File: src/rtl/display_reader_if.sv
// Read port between the display reader and the display side of the board double buffer.
interface display_reader_if #(
    parameter int ADDR_W = 8,
    parameter int DATA_W = 16
);
    logic [ADDR_W-1:0] addr_r_out;
    logic [DATA_W-1:0] data_r_in;

    modport master (output addr_r_out, input data_r_in);
    modport slave  (input addr_r_out, output data_r_in);
endinterface

File: src/rtl/display_reader.sv
// Fetches one board row per cell line into a double line buffer and renders the
// board, cell borders and cursor overlay as RGB444 pixels.
module display_reader #(
    parameter int BOARD_SIZE     = 64,
    parameter int WORD_SIZE      = 16,
    parameter int CELL_SHIFT     = 3,
    parameter int READ_LATENCY   = 2,
    parameter int H_ACTIVE       = 1024,
    parameter int H_TOTAL        = 1344,
    parameter int V_TOTAL        = 806,
    parameter int LOG_BOARD_SIZE = $clog2(BOARD_SIZE),
    parameter int LOG_MAX_ADDR   = $clog2(BOARD_SIZE * (BOARD_SIZE / WORD_SIZE))
) (
    input  logic                      clk_in,
    input  logic                      rst_n_in,
    input  logic [10:0]               hcount_in,
    input  logic [9:0]                vcount_in,
    input  logic                      hsync_in,
    input  logic                      vsync_in,
    input  logic                      blank_in,
    input  logic [LOG_BOARD_SIZE-1:0] cursor_x_in,
    input  logic [LOG_BOARD_SIZE-1:0] cursor_y_in,
    display_reader_if.master          mem,
    output logic [11:0]               pixel_out,
    output logic                      hsync_out,
    output logic                      vsync_out,
    output logic                      blank_out,
    output logic                      underrun_out
);
    localparam int WORDS_PER_ROW = BOARD_SIZE / WORD_SIZE;
    localparam int LOG_WORDS     = (WORDS_PER_ROW > 1) ? $clog2(WORDS_PER_ROW) : 1;
    localparam logic [LOG_WORDS-1:0] LAST_WORD = LOG_WORDS'(WORDS_PER_ROW - 1);

    typedef enum logic [1:0] {
        IDLE  = 2'd0,
        ISSUE = 2'd1,
        DRAIN = 2'd2,
        READY = 2'd3
    } state_t;

    state_t                    state_r, next_state_s;
    logic [10:0]               next_line_s, next_row_s;
    logic                      trigger_s, accept_s, issue_s, swap_s, underrun_s;
    logic                      swap_point_s, cap_s;
    logic [LOG_BOARD_SIZE-1:0] row_r, target_row_s;
    logic [LOG_WORDS-1:0]      word_cnt_r, issued_idx_r, cap_idx_s;
    logic                      issued_r;
    logic [READ_LATENCY-1:0]   vld_pipe_r;
    logic [LOG_WORDS-1:0]      idx_pipe_r [READ_LATENCY];
    logic [LOG_MAX_ADDR-1:0]   addr_r, addr_s;
    logic [BOARD_SIZE-1:0]     line_buf_r [2];
    logic                      sel_r, back_sel_s, pending_r;
    logic [BOARD_SIZE-1:0]     front_s;
    logic [10:0]               cx_s;
    logic [9:0]                cy_s;
    logic                      inside_s, border_s, cursor_s, live_s;
    logic [LOG_BOARD_SIZE-1:0] cell_idx_s;
    logic [11:0]               pixel_s, pixel_r;
    logic                      hsync_r, vsync_r, blank_r, underrun_r;

    // The last line of the frame prefetches row 0; otherwise the last line of a cell row prefetches the next row.
    assign next_line_s  = {1'b0, vcount_in} + 11'd1;
    assign next_row_s   = next_line_s >> CELL_SHIFT;
    assign trigger_s    = (hcount_in == 11'(H_ACTIVE)) &&
                          ((vcount_in == 10'(V_TOTAL - 1)) ||
                           ((&vcount_in[CELL_SHIFT-1:0]) && (next_row_s < 11'(BOARD_SIZE))));
    assign target_row_s = (vcount_in == 10'(V_TOTAL - 1)) ? {LOG_BOARD_SIZE{1'b0}}
                                                          : next_row_s[LOG_BOARD_SIZE-1:0];
    assign swap_point_s = pending_r && (hcount_in == 11'(H_TOTAL - 1));
    assign addr_s       = LOG_MAX_ADDR'(row_r) * LOG_MAX_ADDR'(WORDS_PER_ROW) + LOG_MAX_ADDR'(word_cnt_r);
    assign cap_s        = vld_pipe_r[READ_LATENCY-1];
    assign cap_idx_s    = idx_pipe_r[READ_LATENCY-1];
    assign back_sel_s   = ~sel_r;

    // Fetch FSM state register.
    always_ff @(posedge clk_in or negedge rst_n_in) begin
        if (!rst_n_in) begin
            state_r <= IDLE;
        end else begin
            state_r <= next_state_s;
        end
    end

    // Fetch FSM next state and control strobes.
    always_comb begin
        next_state_s = state_r;
        accept_s     = 1'b0;
        issue_s      = 1'b0;
        swap_s       = 1'b0;
        case (state_r)
            IDLE: begin
                if (trigger_s) begin
                    accept_s     = 1'b1;
                    next_state_s = ISSUE;
                end else begin
                    next_state_s = IDLE;
                end
            end
            ISSUE: begin
                issue_s = 1'b1;
                if (word_cnt_r == LAST_WORD) begin
                    next_state_s = DRAIN;
                end else begin
                    next_state_s = ISSUE;
                end
            end
            DRAIN: begin
                if (cap_s && (cap_idx_s == LAST_WORD)) begin
                    next_state_s = READY;
                end else begin
                    next_state_s = DRAIN;
                end
            end
            READY: begin
                if (swap_point_s) begin
                    swap_s       = 1'b1;
                    next_state_s = IDLE;
                end else begin
                    next_state_s = READY;
                end
            end
            default: begin
                next_state_s = IDLE;
            end
        endcase
        if (swap_point_s && (state_r != READY)) begin
            underrun_s = 1'b1;
        end else begin
            underrun_s = 1'b0;
        end
    end

    // Address issue and read tagging; the first tag stage lines up with addr_r_out.
    always_ff @(posedge clk_in or negedge rst_n_in) begin
        if (!rst_n_in) begin
            row_r        <= {LOG_BOARD_SIZE{1'b0}};
            word_cnt_r   <= {LOG_WORDS{1'b0}};
            addr_r       <= {LOG_MAX_ADDR{1'b0}};
            issued_r     <= 1'b0;
            issued_idx_r <= {LOG_WORDS{1'b0}};
            vld_pipe_r   <= {READ_LATENCY{1'b0}};
            for (int i = 0; i < READ_LATENCY; i++) begin
                idx_pipe_r[i] <= {LOG_WORDS{1'b0}};
            end
        end else begin
            if (accept_s) begin
                row_r      <= target_row_s;
                word_cnt_r <= {LOG_WORDS{1'b0}};
            end else if (issue_s) begin
                addr_r     <= addr_s;
                word_cnt_r <= word_cnt_r + LOG_WORDS'(1);
            end
            issued_r      <= issue_s;
            issued_idx_r  <= word_cnt_r;
            vld_pipe_r[0] <= issued_r;
            idx_pipe_r[0] <= issued_idx_r;
            for (int i = 1; i < READ_LATENCY; i++) begin
                vld_pipe_r[i] <= vld_pipe_r[i-1];
                idx_pipe_r[i] <= idx_pipe_r[i-1];
            end
        end
    end

    // Line buffers, front select and pending-swap flag.
    always_ff @(posedge clk_in or negedge rst_n_in) begin
        if (!rst_n_in) begin
            line_buf_r[0] <= {BOARD_SIZE{1'b0}};
            line_buf_r[1] <= {BOARD_SIZE{1'b0}};
            sel_r         <= 1'b0;
            pending_r     <= 1'b0;
        end else begin
            if (cap_s) begin
                line_buf_r[back_sel_s][BOARD_SIZE-1-WORD_SIZE*int'(cap_idx_s) -: WORD_SIZE] <= mem.data_r_in;
            end
            if (swap_s) begin
                sel_r <= ~sel_r;
            end
            if (accept_s) begin
                pending_r <= 1'b1;
            end else if (swap_s) begin
                pending_r <= 1'b0;
            end
        end
    end

    assign front_s    = line_buf_r[sel_r];
    assign cx_s       = hcount_in >> CELL_SHIFT;
    assign cy_s       = vcount_in >> CELL_SHIFT;
    assign inside_s   = (cx_s < 11'(BOARD_SIZE)) && (cy_s < 10'(BOARD_SIZE));
    assign border_s   = (~|hcount_in[CELL_SHIFT-1:0]) || (~|vcount_in[CELL_SHIFT-1:0]);
    assign cursor_s   = (cx_s == 11'(cursor_x_in)) && (cy_s == 10'(cursor_y_in));
    assign cell_idx_s = LOG_BOARD_SIZE'(BOARD_SIZE - 1) - cx_s[LOG_BOARD_SIZE-1:0];
    assign live_s     = front_s[cell_idx_s];

    // Pixel colour by priority: blanking, off-board, cursor frame, live cell, grid.
    always_comb begin
        pixel_s = 12'h000;
        if (blank_in) begin
            pixel_s = 12'h000;
        end else if (!inside_s) begin
            pixel_s = 12'h000;
        end else if (cursor_s && border_s) begin
            pixel_s = 12'hF00;
        end else if (live_s) begin
            pixel_s = 12'hFFF;
        end else if (border_s) begin
            pixel_s = 12'h444;
        end else begin
            pixel_s = 12'h000;
        end
    end

    // Registered pixel, delayed timing and underrun pulse.
    always_ff @(posedge clk_in or negedge rst_n_in) begin
        if (!rst_n_in) begin
            pixel_r    <= 12'h000;
            hsync_r    <= 1'b0;
            vsync_r    <= 1'b0;
            blank_r    <= 1'b1;
            underrun_r <= 1'b0;
        end else begin
            pixel_r    <= pixel_s;
            hsync_r    <= hsync_in;
            vsync_r    <= vsync_in;
            blank_r    <= blank_in;
            underrun_r <= underrun_s;
        end
    end

    assign mem.addr_r_out = addr_r;
    assign pixel_out      = pixel_r;
    assign hsync_out      = hsync_r;
    assign vsync_out      = vsync_r;
    assign blank_out      = blank_r;
    assign underrun_out   = underrun_r;
endmodule

File: src/flat_wrapper.sv
// flat-port wrapper written by rule: the top's interface ports become plain ports
module display_reader_flat 
#(
    parameter int BOARD_SIZE     = 64,
    parameter int WORD_SIZE      = 16,
    parameter int CELL_SHIFT     = 3,
    parameter int READ_LATENCY   = 2,
    parameter int H_ACTIVE       = 1024,
    parameter int H_TOTAL        = 1344,
    parameter int V_TOTAL        = 806,
    parameter int LOG_BOARD_SIZE = $clog2(BOARD_SIZE),
    parameter int LOG_MAX_ADDR   = $clog2(BOARD_SIZE * (BOARD_SIZE / WORD_SIZE))
)
  (clk_in, rst_n_in, hcount_in, vcount_in, hsync_in, vsync_in, blank_in, cursor_x_in, cursor_y_in, pixel_out, hsync_out, vsync_out, blank_out, underrun_out, mem_addr_r_out, mem_data_r_in);
  display_reader_if #(.ADDR_W(8), .DATA_W(16)) mem_i ();
  input  logic clk_in;
  input  logic rst_n_in;
  input  logic [10:0] hcount_in;
  input  logic [9:0] vcount_in;
  input  logic hsync_in;
  input  logic vsync_in;
  input  logic blank_in;
  input  logic [LOG_BOARD_SIZE-1:0] cursor_x_in;
  input  logic [LOG_BOARD_SIZE-1:0] cursor_y_in;
  output logic [11:0] pixel_out;
  output logic hsync_out;
  output logic vsync_out;
  output logic blank_out;
  output logic underrun_out;
  output wire logic [$bits(mem_i.addr_r_out)-1:0] mem_addr_r_out;
  input wire logic [$bits(mem_i.data_r_in)-1:0] mem_data_r_in;
  assign mem_addr_r_out = mem_i.addr_r_out;
  assign mem_i.data_r_in = mem_data_r_in;
  display_reader #(.BOARD_SIZE(BOARD_SIZE), .WORD_SIZE(WORD_SIZE), .CELL_SHIFT(CELL_SHIFT), .READ_LATENCY(READ_LATENCY), .H_ACTIVE(H_ACTIVE), .H_TOTAL(H_TOTAL), .V_TOTAL(V_TOTAL), .LOG_BOARD_SIZE(LOG_BOARD_SIZE), .LOG_MAX_ADDR(LOG_MAX_ADDR)) u_core (.clk_in(clk_in), .rst_n_in(rst_n_in), .hcount_in(hcount_in), .vcount_in(vcount_in), .hsync_in(hsync_in), .vsync_in(vsync_in), .blank_in(blank_in), .cursor_x_in(cursor_x_in), .cursor_y_in(cursor_y_in), .mem(mem_i), .pixel_out(pixel_out), .hsync_out(hsync_out), .vsync_out(vsync_out), .blank_out(blank_out), .underrun_out(underrun_out));
endmodule
File: config.mk
export PLATFORM = sky130hd
export DESIGN_NAME = display_reader_flat
export DESIGN_NICKNAME = d
export VERILOG_FILES = /design/src/rtl/display_reader_if.sv /design/src/rtl/display_reader.sv /design/src/flat_wrapper.sv
export SDC_FILE = /design/constraint.sdc
export NUM_CORES = 1
export LEC_CHECK = 0
export CORE_MARGIN = 5
export CORE_UTILIZATION = 34
export CTS_CLUSTER_DIAMETER = 80
export DETAILED_ROUTE_END_ITERATION = 12
export GPL_TIMING_DRIVEN = 1
export PLACE_DENSITY_LB_ADDON = 0.12
export SYNTH_ARGS = -nofsm -noshare
export SYNTH_HDL_FRONTEND = slang
export SYNTH_SLANG_ARGS = --single-unit
File: constraint.sdc
create_clock -name clk_in -period 2.6 [get_ports clk_in]
set_input_delay 0.39 -clock clk_in [delete_from_list [all_inputs] [get_ports clk_in]]
set_output_delay 0.39 -clock clk_in [all_outputs]
set_load 0.05 [all_outputs]
==> metrics.md, run 1 <==
| Metric | Value |
|---|---|
| CTS sink cnt | `165` |
| # port buffers | `77` |
| Worst path max stage delay | `0.63 ns` |
| Final hold viol count | `0` |
| Tmin final | `2.28 ns` |
| CP cell instances | `buf_4 -> nor2b_1 -> a2111oi_1 -> o41ai_1 -> a211oi_1 -> a32o_2 -> a21oi_1` |
| Worst path required time | `2.90 ns` |
| Worst slew margin | `0.644` |
| Vias/cell | `5.07` |
| Clock Skew | `0.0140 ns` |
| Initial Util | `0.343` |
| Ys flop type | `dfrtp_1` |
| Commonest non-fill, non-tap cell in the layout | `dfrtp_1` |
| Syn Inst Count | `531` |
| Fmax | `439 MHz` |
| RSZ-0062 raised after global routing | `false` |
| Largest net degree at the start of global routing | `62` |
| Core area | `22600 um^2` |
| Worst-margin pin slew | `0.532 ns` |
| Syn_nets | `586` |
| Num CTS Buffers | `17` |
| DRT iter0 DRCs | `212` |
| Dominant cells by area after synthesis | `dfrtp_1, mux2_2, mux4_2` |
| GR met2 Demand/Resource | `0.245` |
| Fin Setup TNS | `0 ns` |
| CTS Root Cell | `clkbuf_16` |
| Io pins | `78` |
| Logic pwr share | `0.080` |
| Final ANT Viol Nets | `0` |
| Clock latency on the worst-skew pair | `0.43 ns` |
| Leakage | `0.00412 uW` |
| Vias in the first global route | `5101` |
| CP max stage cell | `dfrtp_4` |
| Hold Path Origin | `u_core.issued_idx_r[1]` |
| Detailed Place HPWL | `13.1 mm` |
| Clock-pin slew on the worst setup and hold paths | `0.07 ns` |
| Total Wirelength | `18.1 mm` |
| NetSw | `1420 uW` |
| Die area | `25900 um^2` |
| Wire per inst | `19.6 um` |
| Max clock buf depth | `2` |
| Final Cell Area | `9500 um^2` |
| Slew Limit Fails | `0` |
| GRT Resource Usage Total | `0.145` |
| # diodes | `0` |
| Fin nets | `677` |
| Global route overflow | `0` |
| # setup viols final | `0` |
| Clock power frac | `0.445` |
| Global Route met1 Usage | `0.189` |
| Gpl congestion | `0.796` |
| Critical path capture point type | `flop` |
| Post-synth cell types | `57` |
| Layer with the highest usage | `met2` |
| DRC Markers | `0` |
| Number of synthesized flops with an enable pin | `0` |
| Critical Path AT | `2.58 ns` |
| Layout cell share with drive strength beyond 1 | `0.413` |
| H-tree levels | `4` |
| PwrDens | `586 nW/um^2` |
| WS Path Type | `flop to flop` |
| GR met3 Demand/Resource | `0.0283` |
| Global-route wire length before repair | `29.1 mm` |
| Row count | `55` |
| Area share of the largest cell type after synthesis | `0.529` |
| Highest-count cells in the layout ignoring fill and taps | `dfrtp_1, mux2_2, clkdlybuf4s50_1` |
| Worst setup SP type | `flop` |
| Max VDD drop | `310 uV` |
| Post-CTS Setup Bufs | `0` |
| Max-cap violations | `0` |
| CP max FO | `15` |
| Synthesized area per cell | `14.6 um^2` |
| Sequential share of the synthesized area | `0.533` |
| Yosys top cell by area | `dfrtp_1` |
| Synth warn | `0` |
| FILL cells | `2072` |
| Synthesis-stage register bit count | `165` |
| Via count | `4668` |
| CTS tree | `yes` |
| Dpl cell area | `8890 um^2` |
| CP startpoint | `u_core.sel_r` |
| Sw frac | `0.254` |
| Seq pwr share | `0.475` |
| R2r setup slk | `0.32 ns` |
| Internal Power | `4150 uW` |
| First-pass DRT Iterations | `4` |
| FFs w/ async S/R, synth | `1.00` |
| FF-to-FF Start | `u_core.sel_r` |
| Layout area overhead | `22.5%` |
| Mapped cell area | `7750 um^2` |
| Initial antenna violation count | `0` |
| Die H | `161 um` |
| Status | `complete, no violations` |
| Hold Crit Class | `flop to flop` |
| Final period util | `0.876` |
| Die width | `161 um` |
## layout make-up
type,instances,area [um^2],area share
flip-flops and latches,165,4130,0.435
multi-input cells,324,3320,0.350
repair buffers,111,1080,0.114
clock buffers,18,439,0.0462
well taps,285,357,0.0375
clock inverters,14,159,0.0167
inverters,3,11.3,0.00119
## through the flow
step | setup WS, ns | hold slack, ns | cells | total power [uW] | utilization
finish | 0.323 | 0.349 | 920 | 5570 | 0.421
global route | 0.0276 | 0.349 | 920 | 5810 | 0.421
CTS | 0.0835 | 0.352 | 920 | 5670 | 0.421
detailed placement | 0.0520 | 0.336 | 887 | 3150 | 0.394
global placement | 0.0717 | 0.338 | 887 | 3140 | 0.394
floorplan | 0.727 | 0.0944 | 531 | 2890 | -
## per-layer routing
metal  part of all wire  vias to the layer above
met4              0.013                        0
li1                   -                     2148
met1               0.45                     2448
met2               0.51                       57
met3              0.022                       15
met5                  0                        -
## power groups by stage
stage | clock network (uW) | registers [uW] | logic, uW
final | 2470 | 2650 | 445
after global routing | 2670 | 2650 | 488
after global placement | 0 | 2690 | 448
after CTS | 2560 | 2650 | 456
after floorplan | 0 | 2700 | 193
after detailed placement | 0 | 2700 | 454
## registers in the layout (all words and copies together), names as in the netlist, 2 cells and up
name and flops:
u_core.cap_idx_s 2, u_core.idx_pipe_r 2, u_core.issued_idx_r 2, u_core.line_buf_r 128
u_core.mem.addr_r_out 8, u_core.pixel_out 4, u_core.row_r 6, u_core.state_r 2
u_core.vld_pipe_r 2, u_core.word_cnt_r 2
## synthesized netlist by cell type (2+ instances only)
cell and n:
a21oi_2 4, buf_6 7, nor3b_2 3, mux2_2 146, mux2i_1 11, nor3_1 4
buf_2 10, nand4b_2 3, mux4_2 24, buf_4 15, nand3b_1 3, nand2_1 13
xor2_1 3, nand2b_1 5, or3b_1 2, clkbuf_1 4, xnor2_1 16, nor2_1 16
o22ai_1 2, a21oi_1 6, nand3_1 13, inv_1 3, nor2b_1 5, nand4_1 10
dfrtp_1 164, nor4_1 3, a211oi_1 4, a221oi_1 2, buf_8 2
## cell families after synthesis
logic type / synth area share
buf+inv: 0.0391
compound gates: 0.0324
xor+xnor: 0.0215
fa+ha+maj: 0.00161
mux: 0.299
flops: 0.533
simple gates: 0.0733
## critical path: cells and delay by family (launching register included)
family          cells  cell delay, ns
compound gates      5            1.13
flops               1            0.63
buf+inv             1            0.30
simple gates        1            0.08
## timing repair
action                                  4_1_cts  5_1_grt
gates resized for setup                       0        2
hold endpoints to repair                     45        0
endpoints found under the setup margin        0        4
hold buffers                                  1        0
## worst paths after layout
| kind | depth (start not counted) | end |
|---|---|---|
| hold reg to reg | 0 | u_core.idx_pipe_r[3] |
| max in group asynchronous | 3 | u_core.line_buf_r[53] |
| setup reg to reg | 7 | u_core.pixel_out[6] |
| hold / removal | 0 | u_core.idx_pipe_r[3] |
| min in group asynchronous | 2 | u_core.line_buf_r[84] |
| setup / recovery | 7 | u_core.pixel_out[6] |
Note: power is estimated with default switching activity, not from simulation.
==> run 2, diff against run 1 <==
--- a/config.mk
+++ b/config.mk
@@ -5,6 +5,8 @@
 export SDC_FILE = /design/constraint.sdc
 export NUM_CORES = 1
 export LEC_CHECK = 0
+export CELL_PAD_IN_SITES_DETAIL_PLACEMENT = 2
+export CELL_PAD_IN_SITES_GLOBAL_PLACEMENT = 2
 export CORE_MARGIN = 5
 export CORE_UTILIZATION = 34
 export CTS_CLUSTER_DIAMETER = 80
==> constraint.sdc (replaced) <==
create_clock -name clk_in -period 2.6 [get_ports clk_in]
set_input_delay 0.52 -clock clk_in [delete_from_list [all_inputs] [get_ports clk_in]]
set_output_delay 0.52 -clock clk_in [all_outputs]
set_load 0.05 [all_outputs]
==> run 2 against run 1 <==
  * Maximum frequency about the same
  * Final cell count increased by 0.22%
  * First-iteration DRC count decreased by 12%
  * Sequential cell count unchanged
  * Largest power group unchanged
==> metrics.md, run 2 (synthesis results as in run 1) <==
| Metric | Value |
|---|---|
| Status | `complete, no violations` |
| Seq pwr share | `0.474 (about the same)` |
| Setup ws final | `0.325 ns (+0.00195 ns)` |
| Worst setup SP type | `flop` |
| FILL cells | `2206 (+6.5%)` |
| Fin nets | `679 (+0.30%)` |
| NetSw | `1360 uW (-3.8%)` |
| DRT iter0 DRCs | `186 (-12%)` |
| Crit path buffers/inverters | `1 (unchanged)` |
| Gpl congestion | `0.771 (-3.1%)` |
| Die H | `161 um (unchanged)` |
| Final Cell Area | `9480 um^2 (-0.22%)` |
| DRC Markers | `0 (unchanged)` |
| Multi-input gate area | `3320 um^2 (about the same)` |
| CTS Root Cell | `clkbuf_16` |
| Row count | `55 (unchanged)` |
| Clock-pin slew on the worst setup and hold paths | `0.06 ns (about the same)` |
| WS Path Type | `flop to output port` |
| Io pins | `78 (unchanged)` |
| Initial Util | `0.343 (unchanged)` |
| Max-cap violations | `0 (unchanged)` |
| H-tree levels | `4 (unchanged)` |
| # setup viols final | `0 (unchanged)` |
| Critical path capture point type | `output port` |
| Layout area overhead | `22.3%` |
| Detailed Place HPWL | `15.0 mm (+14%)` |
| Hold Slack | `0.103 ns (-0.246 ns)` |
| # port buffers | `77 (unchanged)` |
| Crit path depth | `1 (-6)` |
| Total power | `5590 uW (+0.37%)` |
| Max VDD drop | `450 uV (+45%)` |
| Max FFs per register | `128 (unchanged)` |
| Vias/cell | `5.20 (+2.6%)` |
| Post-CTS Setup Bufs | `0 (unchanged)` |
| Sw frac | `0.244 (-0.0106)` |
| Crit path capture | `blank_out` |
| Hold Crit Class | `primary input to async pin` |
| Global route overflow | `0 (unchanged)` |
| Vias in the first global route | `5639 (+11%)` |
| CP startpoint | `u_core.blank_out` |
| Total Wirelength | `20.9 mm (+16%)` |
| Max clock buf depth | `2 (unchanged)` |
| Reg2Reg Depth | `7 (unchanged)` |
| R2r setup slk | `0.39 ns (+0.07 ns)` |
| Via count | `4798 (+2.8%)` |
| Worst path max stage delay | `0.81 ns (+0.18 ns)` |
| Global-route wire length before repair | `33.5 mm (+15%)` |
| Commonest non-fill, non-tap cell in the layout | `dfrtp_1` |
| PwrDens | `589 nW/um^2 (+0.59%)` |
| Tmin final | `2.27 ns (-0.00195 ns)` |
| Die area | `25900 um^2 (unchanged)` |
| CP delay by family, top | `buffers and inverters` |
| CP max stage cell | `clkdlybuf4s50_1` |
| Final period util | `0.875 (about the same)` |
| Initial antenna violation count | `0 (unchanged)` |
| Highest-count cells in the layout ignoring fill and taps | `dfrtp_1, mux2_2, clkdlybuf4s50_1` |
| Worst r2r dst | `u_core.pixel_out[6]` |
| Fmax | `440 MHz (about the same)` |
| CTS sink cnt | `165 (unchanged)` |
| Logic pwr share | `0.082 (+0.002)` |
| GRT Resource Usage Total | `0.168 (+0.0232)` |
| Pre-CTS setup slack | `-0.0410 ns (-0.0930 ns)` |
| Core area | `22600 um^2 (unchanged)` |
| Most flop-heavy register | `u_core.line_buf_r` |
| Layout cell share with drive strength beyond 1 | `0.416 (+0.00341)` |
| CP cell instances | `clkdlybuf4s50_1` |
| Die width | `161 um (unchanged)` |
| Clock latency on the worst-skew pair | `0.43 ns (about the same)` |
| Clock power frac | `0.444 (about the same)` |
| Internal Power | `4220 uW (+1.8%)` |
| Clock Skew | `0.0167 ns (+0.00275 ns)` |
| RSZ-0062 raised after global routing | `false` |
| Leakage | `0.00412 uW (about the same)` |
| Cts repair resizes | `0 (unchanged)` |
| Worst-margin pin slew | `0.640 ns (+0.108 ns)` |
| CTS hold repair buffers | `0 (-1)` |
| Dpl cell area | `8910 um^2 (+0.20%)` |
| CP max FO | `1 (-14)` |
| Largest net degree at the start of global routing | `66 (+6.5%)` |
| Critical Path AT | `1.75 ns (-0.83 ns)` |
| Slew Limit Fails | `0 (unchanged)` |
| CTS tree | `yes` |
| Wire per inst | `22.7 um (+15%)` |
| First-pass DRT Iterations | `4 (unchanged)` |
| FF+latch area | `4130 um^2 (about the same)` |
| Final ANT Viol Nets | `0 (unchanged)` |
| Worst slew margin | `0.573 (-0.0710)` |
| FF-to-FF Start | `u_core.sel_r` |
| Worst path required time | `2.08 ns (-0.82 ns)` |
| Num CTS Buffers | `17 (unchanged)` |
| # diodes | `0 (unchanged)` |
| Final hold viol count | `0 (unchanged)` |
==> run 2: changes by cell type in the layout (fill, tap and decap cells not counted), sizes merged <==
cell	previous run	this run
dlygate4sd3	1	0
clkbuf	18	20
buf	34	38
clkinv	6	4
bufinv	0	1
inv	10	8
clkdlybuf4s50	76	75
clkinvlp	1	2
==> run 2: worst min path at each step <==
stage | depth (start not counted) | end
floorplan | 0 | u_core.cap_idx_s[0]
global placement | 0 | u_core.vld_pipe_r[0]
detailed placement | 0 | u_core.vld_pipe_r[0]
CTS | 1 | u_core.line_buf_r[82]
global route | 1 | u_core.line_buf_r[83]
finish | 1 | u_core.line_buf_r[83]
==> run 2: stage by stage <==
step,setup TNS [ns],cells,utilization
after floorplan,0,531,-
after global placement,0,890,0.395
after detailed placement,-0.0838,890,0.395
after CTS,0,922,0.420
after global routing,0,922,0.420
final,0,922,0.420
==> run 2: cell type report <==
type / count / share of cell area
clock inverters: 12 / 0.0123
well taps: 285 / 0.0376
repair buffers: 113 / 0.115
flip-flops and latches: 165 / 0.436
multi-input cells: 324 / 0.350
inverters: 3 / 0.00119
clock buffers: 20 / 0.0482
==> run 2: layer usage <==
| metal | GRT usage | wire (um) |
|---|---|---|
| met1 | 0.206 | 8960 |
| met2 | 0.305 | 11300 |
| met3 | 0.0314 | 374 |
| met4 | 0.0423 | 246 |
| met5 | 0 | 0 |
==> run 2: power groups by stage <==
stage | combinational (uW) | sequential (uW) | clock (uW)
after floorplan | 193 | 2700 | 0
after global placement | 455 | 2690 | 0
after detailed placement | 470 | 2700 | 0
after CTS | 472 | 2650 | 2550
after global routing | 501 | 2650 | 2670
final | 460 | 2650 | 2480
==> run 3, diff against run 2 <==
--- a/config.mk
+++ b/config.mk
@@ -8,7 +8,7 @@
 export CELL_PAD_IN_SITES_DETAIL_PLACEMENT = 2
 export CELL_PAD_IN_SITES_GLOBAL_PLACEMENT = 2
 export CORE_MARGIN = 5
-export CORE_UTILIZATION = 34
+export CORE_UTILIZATION = 44
 export CTS_CLUSTER_DIAMETER = 80
 export DETAILED_ROUTE_END_ITERATION = 12
 export GPL_TIMING_DRIVEN = 1
==> constraint.sdc (replaced) <==
create_clock -name clk_in -period 2.87 [get_ports clk_in]
set_input_delay 0.574 -clock clk_in [delete_from_list [all_inputs] [get_ports clk_in]]
set_output_delay 0.574 -clock clk_in [all_outputs]
set_load 0.05 [all_outputs]
==> run 3 against run 2 <==
  * Total power is 11% lower
  * First-iteration DRC count is 29% lower
  * Final cell count is 7.4% lower
  * Critical path depth is 7 higher
  * Non-clock buffer count is 8 lower
  * Routed wire length is 0.39% lower
  * Clock power is 12% lower
  * Global-route usage is 4.7 points higher
  * Critical endpoint is now u_core.pixel_out[10]
==> metrics.md, run 3 (synthesis results as in run 1) <==
| Metric | Value |
|---|---|
| Max clock buf depth | `2 (unchanged)` |
| Die H | `143 um (-11%)` |
| Num CTS Buffers | `17 (unchanged)` |
| Worst slew margin | `0.509 (-0.0643)` |
| Initial antenna violation count | `0 (unchanged)` |
| Clock-pin slew on the worst setup and hold paths | `0.06 ns (about the same)` |
| DRC Markers | `0 (unchanged)` |
| CTS Root Cell | `clkbuf_16` |
| Clock Skew | `0.00783 ns (-0.00890 ns)` |
| CTS sink cnt | `165 (unchanged)` |
| Vias in the first global route | `5631 (-0.14%)` |
| H-tree levels | `4 (unchanged)` |
| # setup viols final | `0 (unchanged)` |
| Max FFs per register | `128 (unchanged)` |
| FILL cells | `1614 (-27%)` |
| Commonest non-fill, non-tap cell in the layout | `dfrtp_1` |
| Worst path max stage delay | `0.73 ns (-0.08 ns)` |
| Final std cells w/o fill | `854 (-7.4%)` |
| CP max FO | `20 (+19)` |
| DRT iter0 DRCs | `132 (-29%)` |
| Worst path required time | `3.16 ns (+1.08 ns)` |
| Die area | `20400 um^2 (-21%)` |
| Largest net degree at the start of global routing | `75 (+14%)` |
| PwrDens | `533 nW/um^2 (-9.5%)` |
| Critical path capture point type | `flop` |
| Clock latency on the worst-skew pair | `0.43 ns (about the same)` |
| Global route overflow | `0 (unchanged)` |
| Initial Util | `0.448 (+0.105)` |
| CTS tree | `yes` |
| Row count | `48 (-13%)` |
| Core area | `17300 um^2 (-23%)` |
| Final ANT Viol Nets | `0 (unchanged)` |
| Critical Path AT | `2.84 ns (+1.09 ns)` |
| Tmin final | `2.55 ns` |
| Max-cap violations | `0 (unchanged)` |
| Layout cell share with drive strength beyond 1 | `0.409 (-0.00743)` |
| Final period util | `0.890` |
| Global-route wire length before repair | `33.3 mm (-0.68%)` |
| Vias/cell | `5.62 (+8.1%)` |
| GRT Resource Usage Total | `0.215 (+0.0470)` |
| FF+latch area | `4130 um^2 (about the same)` |
| Via count | `4802 (+0.083%)` |
| Cells after DPL | `822 (-7.6%)` |
| Total power | `4990 uW (-11%)` |
| Io pins | `78 (unchanged)` |
| # port buffers | `77 (unchanged)` |
| Total Wirelength | `20.8 mm (-0.39%)` |
| Wire per inst | `24.4 um (+7.5%)` |
| Fin nets | `671 (-1.2%)` |
| Detailed Place HPWL | `14.3 mm (-4.9%)` |
| CP max stage cell | `clkdlybuf4s50_1` |
| WS Path Type | `primary input to flop` |
| Slew Limit Fails | `0 (unchanged)` |
| Post-CTS Setup Bufs | `0 (unchanged)` |
| First-pass DRT Iterations | `4 (unchanged)` |
| RSZ-0062 raised after global routing | `false` |
| CP cell instances | `clkdlybuf4s50_1 -> buf_12 -> mux4_2 -> mux2i_1 -> nor2_1 -> a211oi_1 -> a32o_2 -> a21oi_1` |
| Most flop-heavy register | `u_core.line_buf_r` |
| Leakage | `0.00408 uW (-0.84%)` |
| Multi-input gate area | `3320 um^2 (unchanged)` |
| Util after Layout | `0.541 (+0.121)` |
| # diodes | `0 (unchanged)` |
| Die width | `143 um (-11%)` |
| Hold Slack | `0.183 ns (+0.0795 ns)` |
| Gpl congestion | `0.773 (+0.23%)` |
| Hold Crit Class | `primary input to async pin` |
| Worst-margin pin slew | `0.737 ns (+0.0965 ns)` |
| Highest-count cells in the layout ignoring fill and taps | `dfrtp_1, mux2_2, clkdlybuf4s50_1` |
| Max VDD drop | `411 uV (-8.7%)` |
| Status | `complete, no violations` |
| Worst setup SP type | `primary input` |
| Layout area overhead | `20.6%` |
| Fmax | `392 MHz` |
| Final hold viol count | `0 (unchanged)` |
==> run 3: cell types whose count changed in the layout (fill, tap and decap cells not counted), sizes merged <==
cell,delta
buf,-9
clkinv,+2
bufinv,-1
clkdlybuf4s50,+1
inv,-1
==> run 3: critical path, delay by kind of cell <==
kind            cells  cell delay [ns]
compound gates      3             0.69
simple gates        1             0.07
mux                 2             0.52
buf+inv             2             0.97
==> run 3: layout make-up <==
class / count / area share
inverters: 3 / 0.00120
repair buffers: 105 / 0.112
flip-flops and latches: 165 / 0.442
clock inverters: 12 / 0.0102
well taps: 225 / 0.0301
multi-input cells: 324 / 0.355
clock buffers: 20 / 0.0499
==> run 3: worst paths after layout <==
check	startpoint	endpoint	slack (ns)	cells past startpoint
min in group clk_in	u_core.issued_r	u_core.vld_pipe_r[0]	0.37	0
setup reg to reg	u_core.sel_r	u_core.pixel_out[10]	0.36	8
hold / removal	rst_n_in	u_core.line_buf_r[82]	0.18	1
setup / recovery	hcount_in[3]	u_core.pixel_out[10]	0.32	8
hold reg to reg	u_core.issued_r	u_core.vld_pipe_r[0]	0.37	0
max in group asynchronous	rst_n_in	u_core.blank_out	1.91	2
==> run 3: repair_timing <==
action	4_1_cts	5_1_grt
hold buffers	0	0
gates resized for setup	0	1
endpoints found under the setup margin	0	1
==> run 3: where the power goes <==
part,total [uW],switching (uW),internal (uW)
registers,2400,27.0,2380
clock network,2170,981,1190
logic,414,218,196
total,4990,1230,3760
==> run 3: stage by stage <==
step	worst slack (ns)	cell area (um^2)	setup TNS, ns
after global placement	-0.0239	8790	-0.0562
after CTS	0.185	9350	0
final	0.317	9350	0
after detailed placement	-0.0957	8790	-0.320
after global routing	0.163	9350	0
after floorplan	0.831	7750	0
==> run 3: routing by layer <==
layer / track usage / wire length [um] / vias up
met5: 0 / 0 / -
met4: 0.0445 / 182 / 0
met3: 0.0399 / 423 / 16
met2: 0.383 / 11300 / 46
met1: 0.275 / 8870 / 2615
li1: - / - / 2125
==> RTL change, RTL diff (config.mk and constraints of run 2) <==
The output `underrun_out` loses its register stage (`underrun_r` becomes a continuous assignment).
--- a/src/rtl/display_reader.sv
+++ b/src/rtl/display_reader.sv
@@ -218,5 +218,4 @@
             vsync_r    <= 1'b0;
             blank_r    <= 1'b1;
-            underrun_r <= 1'b0;
         end else begin
             pixel_r    <= pixel_s;
@@ -224,7 +223,8 @@
             vsync_r    <= vsync_in;
             blank_r    <= blank_in;
-            underrun_r <= underrun_s;
-        end
-    end
+        end
+    end
+
+    assign underrun_r = underrun_s;
 
     assign mem.addr_r_out = addr_r;
Behaviour: not the same (Yosys sat finds a counterexample within 4 cycles, from zero or initial values and one cycle with rst_n_in low).
==> RTL change against run 2 <==
  * Synthesized area is 0.32% lower
  * Final cell count is 1.1% higher
  * Combinational power is 3% higher
  * Critical endpoint is now underrun_out
  * Design area is 1.4% higher
  * Total power is 1.5% higher
  * Largest cell class unchanged
  * Register-to-register slack worse by 0.16 ns
  * Setup slack worse by 0.26 ns
  * Sequential cell count is 1 lower
  * Highest routed layer unchanged
  * Sequential share of layout area is 0.84 points lower
  * Count of clock-buffer cells in the layout stayed put
  * Wire length is 0.17% higher
  * Maximum frequency is 10% lower
  * Synthesized cell count is 0.19% lower
==> RTL change: results (changes against run 2) <==
place_congestion: 0.804  # was 0.771
async_reset_ff_share_pct: 100  # unchanged
path_delay_family: "buffers and inverters"  # unchanged
grt.overflow.total: 0  # unchanged
dp_hpwl_um: 15100  # was 15000 µm
yosysSeqAreaShare_pct: 53.1  # was 53.3%
fillCellCount: 2161  # was 2206
setup_viol: 0  # unchanged
status: "completed"  # unchanged
antennaDiodeCount: 0  # unchanged
path_clk_slew_ns: 0.06  # about the same
nNetsFinal: 691  # was 679
p_leak_uw: 0.00419  # was 0.00412 µW
initialDrtViolationCount: 199  # was 186
cp_slowest_stage_delay_ns: 0.55  # was 0.81 ns
synthesis.nets: 585  # was 586
vias: 4807  # was 4798
yosys_warnings: 0  # unchanged
crit_fanout: 3  # was 1
fin_skew_ns: 0.0147  # was 0.0167 ns
grtUsageTotal_pct: 16.9  # was 16.8%
wl_um: 20900  # about the same
grt_max_degree: 63  # was 66
synth_common_cells: "163 x dfrtp_1, 146 x mux2_2, 24 x mux4_2"  # was 164 x dfrtp_1, 146 x mux2_2, 24 x mux4_2
yosys.area_share.xor_xnor_pct: 2.15  # about the same
largest_reg_flops: 128  # unchanged
dr.pass1.iters: 4  # unchanged
ir_drop_uv: 303  # was 450 µV
worstMarginPinSlew_ns: 0.516  # was 0.640 ns
synth_compound_area_share_pct: 3.25  # was 3.24%
ff2ff_path_depth: 8  # was 7
grt_pass1_vias: 5790  # was 5639
drive_above_1_share_pct: 42.8  # was 41.6%
synth_area_leaders: "dfrtp_1 53%, mux2_2 21%, mux4_2 7.0%"  # unchanged
synth_fa_ha_area_share_pct: 0.162  # was 0.161%
grt_pass1_wl_um: 33900  # was 33500 µm
synth_mux_area_share_pct: 30.0  # was 29.9%
largest-register: "u_core.line_buf_r"  # unchanged
arrival_ns: 2.01  # was 1.75 ns
worstHoldPathType: "primary input to asynchronous set/reset pin"  # unchanged
RTL change: changes by cell type after synthesis, sizes merged:
cell,change
dfrtp,-1
RTL change: final timing paths:
path                                                   from                           endpoint  slack [ns]
hold reg to reg            u_core.issued_idx_r[0]$_DFF_PN0_     u_core.idx_pipe_r[2]$_DFF_PN0_        0.35
min in group clk_in        u_core.issued_idx_r[0]$_DFF_PN0_     u_core.idx_pipe_r[2]$_DFF_PN0_        0.35
max in group asynchronous                          rst_n_in         u_core.blank_out$_DFF_PN1_        1.81
hold / removal                                     rst_n_in  u_core.line_buf_r[82]$_DFFE_PN0P_        0.03
setup / recovery                               hcount_in[5]                       underrun_out        0.07
setup reg to reg                   u_core.sel_r$_DFFE_PN0P_     u_core.pixel_out[10]$_DFF_PN0_        0.23
RTL change: metal layers:
layer	track usage [%]	vias up	part of all wire [%]
met5	0	-	0
met4	5.82	0	2.0
met3	2.85	29	1.9
met2	29.6	53	53
met1	21.1	2572	43
li1	-	2153	-
RTL change: layout make-up:
| type | count | area (µm²) | share of cell area [%] |
|---|---|---|---|
| flip-flops and latches | 164 | 4110 | 42.7 |
| well taps | 285 | 357 | 3.71 |
| clock buffers | 20 | 437 | 4.54 |
| repair buffers | 126 | 1210 | 12.6 |
| inverters | 3 | 11.3 | 0.117 |
| clock inverters | 10 | 150 | 1.56 |
| multi-input cells | 324 | 3340 | 34.7 |
RTL change: through the flow:
step	worst slack (ns)	utilization [%]	total power, µW	area (µm²)	std cells
final	0.0694	42.7	5670	9610	932
after detailed placement	-0.219	39.9	3160	8970	898
after CTS	0.0268	42.6	5770	9580	929
after global placement	-0.0426	39.9	3140	8970	898
after floorplan	0.216	-	2880	7730	530
after global routing	0.0353	42.7	5910	9610	932
RTL change: worst reg2reg max path: stages, from the launching register on:
cell and delay (ns):
dfrtp_4 0.59, buf_4 0.28, mux4_2 0.51, mux2i_1 0.21
buf_4 0.15, nand2_1 0.05, o211ai_1 0.10, a32o_2 0.26
a21oi_1 0.09
RTL change: report_power, final:
part	total, µW	leakage [µW]	internal [µW]	switching [µW]
Clock	2560	0.000282	1510	1040
Combinational	475	0.00180	230	245
Sequential	2630	0.00211	2610	27.9
RTL change: kinds of logic (layout without fill, tap and decap cells):
group | Yosys count | after routing
mux | 183 | 183
flops | 164 | 164
simple gates | 90 | 90
buf+inv | 42 | 159
compound gates | 31 | 31
xor+xnor | 19 | 19
fa+ha+maj | 1 | 1
RTL change: repair_timing:
| action | CTS | global route |
|---|---|---|
| setup buffers | 1 | 3 |
| endpoints found under the setup margin | 1 | 3 |
| pin swaps | 0 | 1 |
| resized for setup | 2 | 3 |
